## src/rtl/tile_loop_controller.sv

```systemverilog
// rtl/tile_loop_controller.sv - N x M tile loop sequencer for a weight-stationary GEMM (optional perf counters: TILE_CTRL_PERF_EN)
module tile_loop_controller #(
    parameter int ARRAY_ROW = 8,
    parameter int ARRAY_COL = 8,
    parameter int DIM_W     = 16
) (
    input  logic             clk,
    input  logic             rst_n,
    input  logic             ap_start,
    input  logic [DIM_W-1:0] cfg_k_dim,
    input  logic [DIM_W-1:0] cfg_m_tiles,
    input  logic [DIM_W-1:0] cfg_n_tiles,
    output logic             ap_idle,
    output logic             ap_done,
    output logic             ap_err,
    output logic [2:0]       state_dbg,
    output logic [DIM_W-1:0] tile_m_idx,
    output logic [DIM_W-1:0] tile_n_idx,
    output logic             ctrl_weight_load_en,
    input  logic             w_valid,
    output logic             ctrl_input_stream_en,
    input  logic             in_valid,
    output logic             ctrl_acc_clear,
    output logic             ctrl_acc_en,
    output logic             ctrl_drain_en,
`ifdef TILE_CTRL_PERF_EN
    output logic [31:0]      perf_cycles,
    output logic [31:0]      perf_stall_w,
    output logic [31:0]      perf_stall_in,
    output logic [31:0]      perf_stall_out,
`endif
    input  logic             out_ready
);

    localparam logic [2:0] S_IDLE    = 3'd0;
    localparam logic [2:0] S_LOAD_W  = 3'd1;
    localparam logic [2:0] S_COMPUTE = 3'd2;
    localparam logic [2:0] S_DRAIN   = 3'd3;
    localparam logic [2:0] S_DONE    = 3'd4;

    localparam logic [DIM_W-1:0] W_LAST = DIM_W'(ARRAY_ROW - 1);
    localparam logic [DIM_W-1:0] D_LAST = DIM_W'(ARRAY_COL - 1);
    localparam logic [DIM_W-1:0] ONE    = DIM_W'(1);

    logic [2:0]       state_q, state_d;
    logic [DIM_W-1:0] w_cnt_q, w_cnt_d;
    logic [DIM_W-1:0] k_cnt_q, k_cnt_d;
    logic [DIM_W-1:0] d_cnt_q, d_cnt_d;
    logic [DIM_W-1:0] m_idx_q, m_idx_d;
    logic [DIM_W-1:0] n_idx_q, n_idx_d;
    logic [DIM_W-1:0] k_dim_q, k_dim_d;
    logic [DIM_W-1:0] m_tiles_q, m_tiles_d;
    logic [DIM_W-1:0] n_tiles_q, n_tiles_d;
    logic             err_q, err_d;
    logic             done_q, done_d;
    logic             start_acc;
    logic             zero_dim;

    assign start_acc = (state_q == S_IDLE) && ap_start;
    assign zero_dim  = (cfg_k_dim == '0) || (cfg_m_tiles == '0) || (cfg_n_tiles == '0);

    // Next-state and counter logic; every phase exits on the edge that accepts its last beat
    always_comb begin
        state_d   = state_q;
        w_cnt_d   = w_cnt_q;
        k_cnt_d   = k_cnt_q;
        d_cnt_d   = d_cnt_q;
        m_idx_d   = m_idx_q;
        n_idx_d   = n_idx_q;
        k_dim_d   = k_dim_q;
        m_tiles_d = m_tiles_q;
        n_tiles_d = n_tiles_q;
        err_d     = err_q;
        done_d    = 1'b0;
        case (state_q)
            S_IDLE: begin
                if (ap_start) begin
                    k_dim_d   = cfg_k_dim;
                    m_tiles_d = cfg_m_tiles;
                    n_tiles_d = cfg_n_tiles;
                    w_cnt_d   = '0;
                    k_cnt_d   = '0;
                    d_cnt_d   = '0;
                    m_idx_d   = '0;
                    n_idx_d   = '0;
                    err_d     = zero_dim;
                    if (zero_dim) begin
                        state_d = S_DONE;
                        done_d  = 1'b1;
                    end else begin
                        state_d = S_LOAD_W;
                    end
                end
            end
            S_LOAD_W: begin
                if (w_valid) begin
                    if (w_cnt_q == W_LAST) begin
                        w_cnt_d = '0;
                        m_idx_d = '0;
                        state_d = S_COMPUTE;
                    end else begin
                        w_cnt_d = w_cnt_q + ONE;
                    end
                end
            end
            S_COMPUTE: begin
                if (in_valid) begin
                    if (k_cnt_q == k_dim_q - ONE) begin
                        k_cnt_d = '0;
                        state_d = S_DRAIN;
                    end else begin
                        k_cnt_d = k_cnt_q + ONE;
                    end
                end
            end
            S_DRAIN: begin
                if (out_ready) begin
                    if (d_cnt_q == D_LAST) begin
                        d_cnt_d = '0;
                        if (m_idx_q < m_tiles_q - ONE) begin
                            m_idx_d = m_idx_q + ONE;
                            state_d = S_COMPUTE;
                        end else if (n_idx_q < n_tiles_q - ONE) begin
                            n_idx_d = n_idx_q + ONE;
                            m_idx_d = '0;
                            state_d = S_LOAD_W;
                        end else begin
                            state_d = S_DONE;
                            done_d  = 1'b1;
                        end
                    end else begin
                        d_cnt_d = d_cnt_q + ONE;
                    end
                end
            end
            S_DONE: begin
                // Leaving only on a low start forces a fresh low-then-high edge for the next run
                if (!ap_start) begin
                    state_d = S_IDLE;
                end
            end
            default: begin
                state_d = S_IDLE;
            end
        endcase
    end

    // State, counter and shadow-config registers
    always_ff @(posedge clk or negedge rst_n) begin
        if (!rst_n) begin
            state_q   <= S_IDLE;
            w_cnt_q   <= '0;
            k_cnt_q   <= '0;
            d_cnt_q   <= '0;
            m_idx_q   <= '0;
            n_idx_q   <= '0;
            k_dim_q   <= '0;
            m_tiles_q <= '0;
            n_tiles_q <= '0;
            err_q     <= 1'b0;
            done_q    <= 1'b0;
        end else begin
            state_q   <= state_d;
            w_cnt_q   <= w_cnt_d;
            k_cnt_q   <= k_cnt_d;
            d_cnt_q   <= d_cnt_d;
            m_idx_q   <= m_idx_d;
            n_idx_q   <= n_idx_d;
            k_dim_q   <= k_dim_d;
            m_tiles_q <= m_tiles_d;
            n_tiles_q <= n_tiles_d;
            err_q     <= err_d;
            done_q    <= done_d;
        end
    end

    assign ap_idle              = (state_q == S_IDLE);
    assign ap_done              = done_q;
    assign ap_err               = err_q;
    assign state_dbg            = state_q;
    assign tile_m_idx           = m_idx_q;
    assign tile_n_idx           = n_idx_q;
    assign ctrl_weight_load_en  = (state_q == S_LOAD_W);
    assign ctrl_input_stream_en = (state_q == S_COMPUTE);
    assign ctrl_drain_en        = (state_q == S_DRAIN);
    // in_valid is registered upstream, so this single Mealy term adds no long combinational path
    assign ctrl_acc_en          = (state_q == S_COMPUTE) && in_valid;
    assign ctrl_acc_clear       = (state_q == S_COMPUTE) && (k_cnt_q == '0);

`ifdef TILE_CTRL_PERF_EN
    logic [31:0] perf_cycles_q, perf_cycles_d;
    logic [31:0] perf_stall_w_q, perf_stall_w_d;
    logic [31:0] perf_stall_in_q, perf_stall_in_d;
    logic [31:0] perf_stall_out_q, perf_stall_out_d;

    // Busy and per-phase stall accounting, restarted on each accepted start
    always_comb begin
        perf_cycles_d    = perf_cycles_q;
        perf_stall_w_d   = perf_stall_w_q;
        perf_stall_in_d  = perf_stall_in_q;
        perf_stall_out_d = perf_stall_out_q;
        if (start_acc) begin
            perf_cycles_d    = '0;
            perf_stall_w_d   = '0;
            perf_stall_in_d  = '0;
            perf_stall_out_d = '0;
        end else begin
            if (ctrl_weight_load_en || ctrl_input_stream_en || ctrl_drain_en) begin
                perf_cycles_d = perf_cycles_q + 32'd1;
            end
            if (ctrl_weight_load_en && !w_valid) begin
                perf_stall_w_d = perf_stall_w_q + 32'd1;
            end
            if (ctrl_input_stream_en && !in_valid) begin
                perf_stall_in_d = perf_stall_in_q + 32'd1;
            end
            if (ctrl_drain_en && !out_ready) begin
                perf_stall_out_d = perf_stall_out_q + 32'd1;
            end
        end
    end

    // Performance counter registers
    always_ff @(posedge clk or negedge rst_n) begin
        if (!rst_n) begin
            perf_cycles_q    <= '0;
            perf_stall_w_q   <= '0;
            perf_stall_in_q  <= '0;
            perf_stall_out_q <= '0;
        end else begin
            perf_cycles_q    <= perf_cycles_d;
            perf_stall_w_q   <= perf_stall_w_d;
            perf_stall_in_q  <= perf_stall_in_d;
            perf_stall_out_q <= perf_stall_out_d;
        end
    end

    assign perf_cycles    = perf_cycles_q;
    assign perf_stall_w   = perf_stall_w_q;
    assign perf_stall_in  = perf_stall_in_q;
    assign perf_stall_out = perf_stall_out_q;
`else
    logic unused_start;
    assign unused_start = start_acc;
`endif

endmodule

```

## config.mk

```make
export PLATFORM = sky130hd
export DESIGN_NAME = tile_loop_controller
export DESIGN_NICKNAME = d
export VERILOG_FILES = /design/src/rtl/tile_loop_controller.sv
export SDC_FILE = /design/constraint.sdc
export NUM_CORES = 1
export LEC_CHECK = 0
export CORE_ASPECT_RATIO = 0.8
export CORE_MARGIN = 3
export CORE_UTILIZATION = 40
export DETAILED_ROUTE_END_ITERATION = 6
export DONT_BUFFER_PORTS = 1
export PLACE_DENSITY = 0.53
export SLEW_MARGIN = 10
export SYNTH_ARGS = -nofsm -noshare
export SYNTH_HDL_FRONTEND = slang
export SYNTH_SLANG_ARGS = --single-unit
```

## constraint.sdc

```tcl
create_clock -name clk -period 5.65 [get_ports clk]
set_input_delay 1.13 -clock clk [delete_from_list [all_inputs] [get_ports clk]]
set_output_delay 1.13 -clock clk [all_outputs]
set_load 0.03 [all_outputs]
```

==> flow_summary.yaml <==
outcome:
  status: "finished, final reports clean"
synth:
  syn_inst: 880
  seq_area_frac_synth_pct: 40.8
  async_flop_share_pct: 100
  yosysMostFrequentCell: "dfrtp_1"
  synth_edf_count: 0
  synth_area_per_cell_sq_um: 9.28
  syn-num-nets: 973
  synth.distinct_cells: 60
  ys.flop_type: "dfrtp_1"
  synthTopCellsByCount: "dfrtp_1, nand2_1, nor2_1"
  yosysTopAreaCell: "dfrtp_1"
  ys_seq_elements: 133
  netlist.area_leader.share_pct: 40.8
  synth.area.top_cells: "dfrtp_1, mux2_2, ha_1"
  yosys_warnings: 0
  syn_area_sq_um: 8160
drt:
  drt_wl_total_microns: 21000
  drtAntennaViolNets: 0
  drcViolationCount: 0
  top_layer_used: "met4"
  drt_iter0_drc: 406
  dr_wl_met2_microns: 8990
  vias_per_cell: 5.66
  met3WireLength_microns: 1080
  vias: 6486
  firstDrtPassIters: 5
  met1Wirelength_microns: 10600
  avgRoutedWirePerCell_microns: 18.3
final_layout:
  design_area_sq_um: 9000
  layout-drive-gt1-share_pct: 10.7
  multiInputGateArea_sq_um: 4600
  area_growth_pct: 10.3
  utilization_pct: 45.2
  antennaDiodeCount: 0
  finalNetCount: 961
  seqCellArea_sq_um: 3330
  fin_cells: 1145
  fillCellCount: 1949
clock_tree:
  cts_root_buf: "clkbuf_16"
  post_cts_buffers: 0
  cts_resized: 0
  cts.clk_slew.worst_paths_ns: 0.07
  clock-sinks: 133
  cts_buffers: 17
  cts_tree: "yes"
  postCtsHoldBufs: 0
  clk_latency_ns: 0.42
  cts_buffer_depth: 2
  ctsHtreeMaxLevel: 4
placement:
  port_buffers: 0
  placed_area_sq_um: 8390
  dp_hpwl_microns: 15200
  dp_cells: 1113
  globalplace.congestion: 0.799
critical_path:
  critical-path-slowest-cell: "a31o_1"
  crit_family: "simple AND/OR/NAND/NOR gates"
  cp-start-kind: "flop"
  cpPeakStageDelay_ns: 0.44
  crit_chain: "or3_1 -> nor3_1 -> nor3b_1 -> nand2_1 -> or2_2 -> nor4_1 -> xnor2_1 -> ha_1 -> a21oi_1 -> nor2b_1 -> o21ai_0 -> o211ai_1 -> a31o_1 -> or3_4 -> or4_1 -> a21oi_1"
  crit_buf_inv: 0
  crit_top_cell: "a21oi_1"
  path_class: "flop to flop"
  r2r_setup_slack_ns: 1.12
  crit_path_end_kind: "flop"
  cp.arrival_ns: 4.88
  cp_max_fo: 12
  critical_path_required_ns: 6.00
sta:
  max_freq_ghz: 0.221
  fin_crit_ns: 4.53
  fin_crit_sh_pct: 80.2
  hold_viol: 0
  skew_ns: 0.0104
  slew-limit-headroom_pct: 30.7
  worst_slew_pin_slew_ns: 1.03
  rsz0062_at_grt: "no"
  finalSetupTns_ns: 0
  slew_violations: 0
  finalSetupViolations: 0
global_routing:
  antenna_found_initial: 0
  grt-ovfl-total: 0
  first_global_vias: 6244
  grt_pass1_wl_microns: 34500
  grt_usage_pct: 19.4
  grt_max_degree: 134
floorplanning:
  dieArea_sq_um: 22200
  core_sq_um: 19900
  ios: 97
  fp.dieH_microns: 134
  start_util_pct: 41.0
  rows: 46
  fp.dieW_microns: 166
power_and_ir_drop:
  p_leak_nw: 3.76
  power_mw: 4.02
  ir_worst_vdd_uv: 271
  powerDensity_nw_per_um2: 446
run:
  drv_cap: 0
min_path:
  hold_class: "input port to asynchronous set/reset pin"
## sequential cells by signal (all words and copies together), names as in the netlist, 3 cells and up
name,count
d_cnt_q,16
k_cnt_q,16
k_dim_q,16
m_tiles_q,16
n_tiles_q,16
tile_m_idx,16
tile_n_idx,16
w_cnt_q,16
state_dbg,3
## where the power goes
group          internal (mW)  leakage, nW  switching, mW
logic                  0.588         1.72          0.749
clock network          0.700        0.295          0.456
registers               1.17         1.75          0.353
total                   2.46         3.76           1.56
## metal layers
layer | vias up | track usage (%)
li1 | 3176 | -
met1 | 3163 | 29.0
met2 | 133 | 28.2
met3 | 14 | 4.74
met4 | 0 | 5.13
met5 | - | 0
## worst paths after layout
check,to,cells after the start,from
min in group clk,w_cnt_q[1]$_DFFE_PN0P_,2,w_cnt_q[1]$_DFFE_PN0P_
max in group asynchronous,tile_n_idx[7]$_DFFE_PN0P_,0,rst_n
worst max register to register,tile_m_idx[14]$_DFFE_PN0P_,16,n_tiles_q[3]$_DFFE_PN0P_
worst min register to register,w_cnt_q[1]$_DFFE_PN0P_,2,w_cnt_q[1]$_DFFE_PN0P_
worst min-delay path,tile_m_idx[11]$_DFFE_PN0P_,0,rst_n
worst max-delay path,tile_m_idx[14]$_DFFE_PN0P_,16,n_tiles_q[3]$_DFFE_PN0P_
## placed cells by master (no fill, tap or decap), types with 31 or more instances in the layout
master     n
a21oi_1   31
xor2_1    38
dfrtp_1  133
mux2_2    44
o21ai_0   42
ha_1      39
nor3_1    33
xnor2_1   41
nand2_1   77
nand3_1   46
nor2_1    71
## stage by stage
stage | setup WS, ns | hold WS [ns]
floorplan | 1.76 | 0.466
global placement | 1.18 | 0.489
detailed placement | 1.13 | 0.496
CTS | 1.11 | 0.380
global route | 0.643 | 0.374
finish | 1.12 | 0.400
## cell families after synthesis
logic type | after synthesis | share of synthesized area (%)
fa+ha+maj | 39 | 5.98
simple gates | 384 | 25.1
mux | 48 | 6.56
compound gates | 133 | 10.2
xor+xnor | 79 | 8.48
flops | 133 | 40.8
buf+inv | 64 | 3.00
## layout make-up
| type | count | area share (%) |
|---|---|---|
| clock buffers | 18 | 4.77 |
| clock inverters | 14 | 1.97 |
| inverters | 29 | 1.21 |
| multi-input cells | 683 | 51.1 |
| flip-flops and latches | 133 | 37.0 |
| well taps | 264 | 3.67 |
| repair buffers | 4 | 0.334 |
## worst reg2reg max path, cell delays in order, from the launching register on
cell and delay [ns]:
dfrtp_1 0.41, or3_1 0.41, nor3_1 0.25, nor3b_1 0.28
nand2_1 0.11, or2_2 0.31, nor4_1 0.24, xnor2_1 0.17
ha_1 0.26, a21oi_1 0.13, nor2b_1 0.05, o21ai_0 0.15
o211ai_1 0.29, a31o_1 0.45, or3_4 0.39, or4_1 0.40
a21oi_1 0.16
No activity file was read; power rests on OpenSTA's default activity.
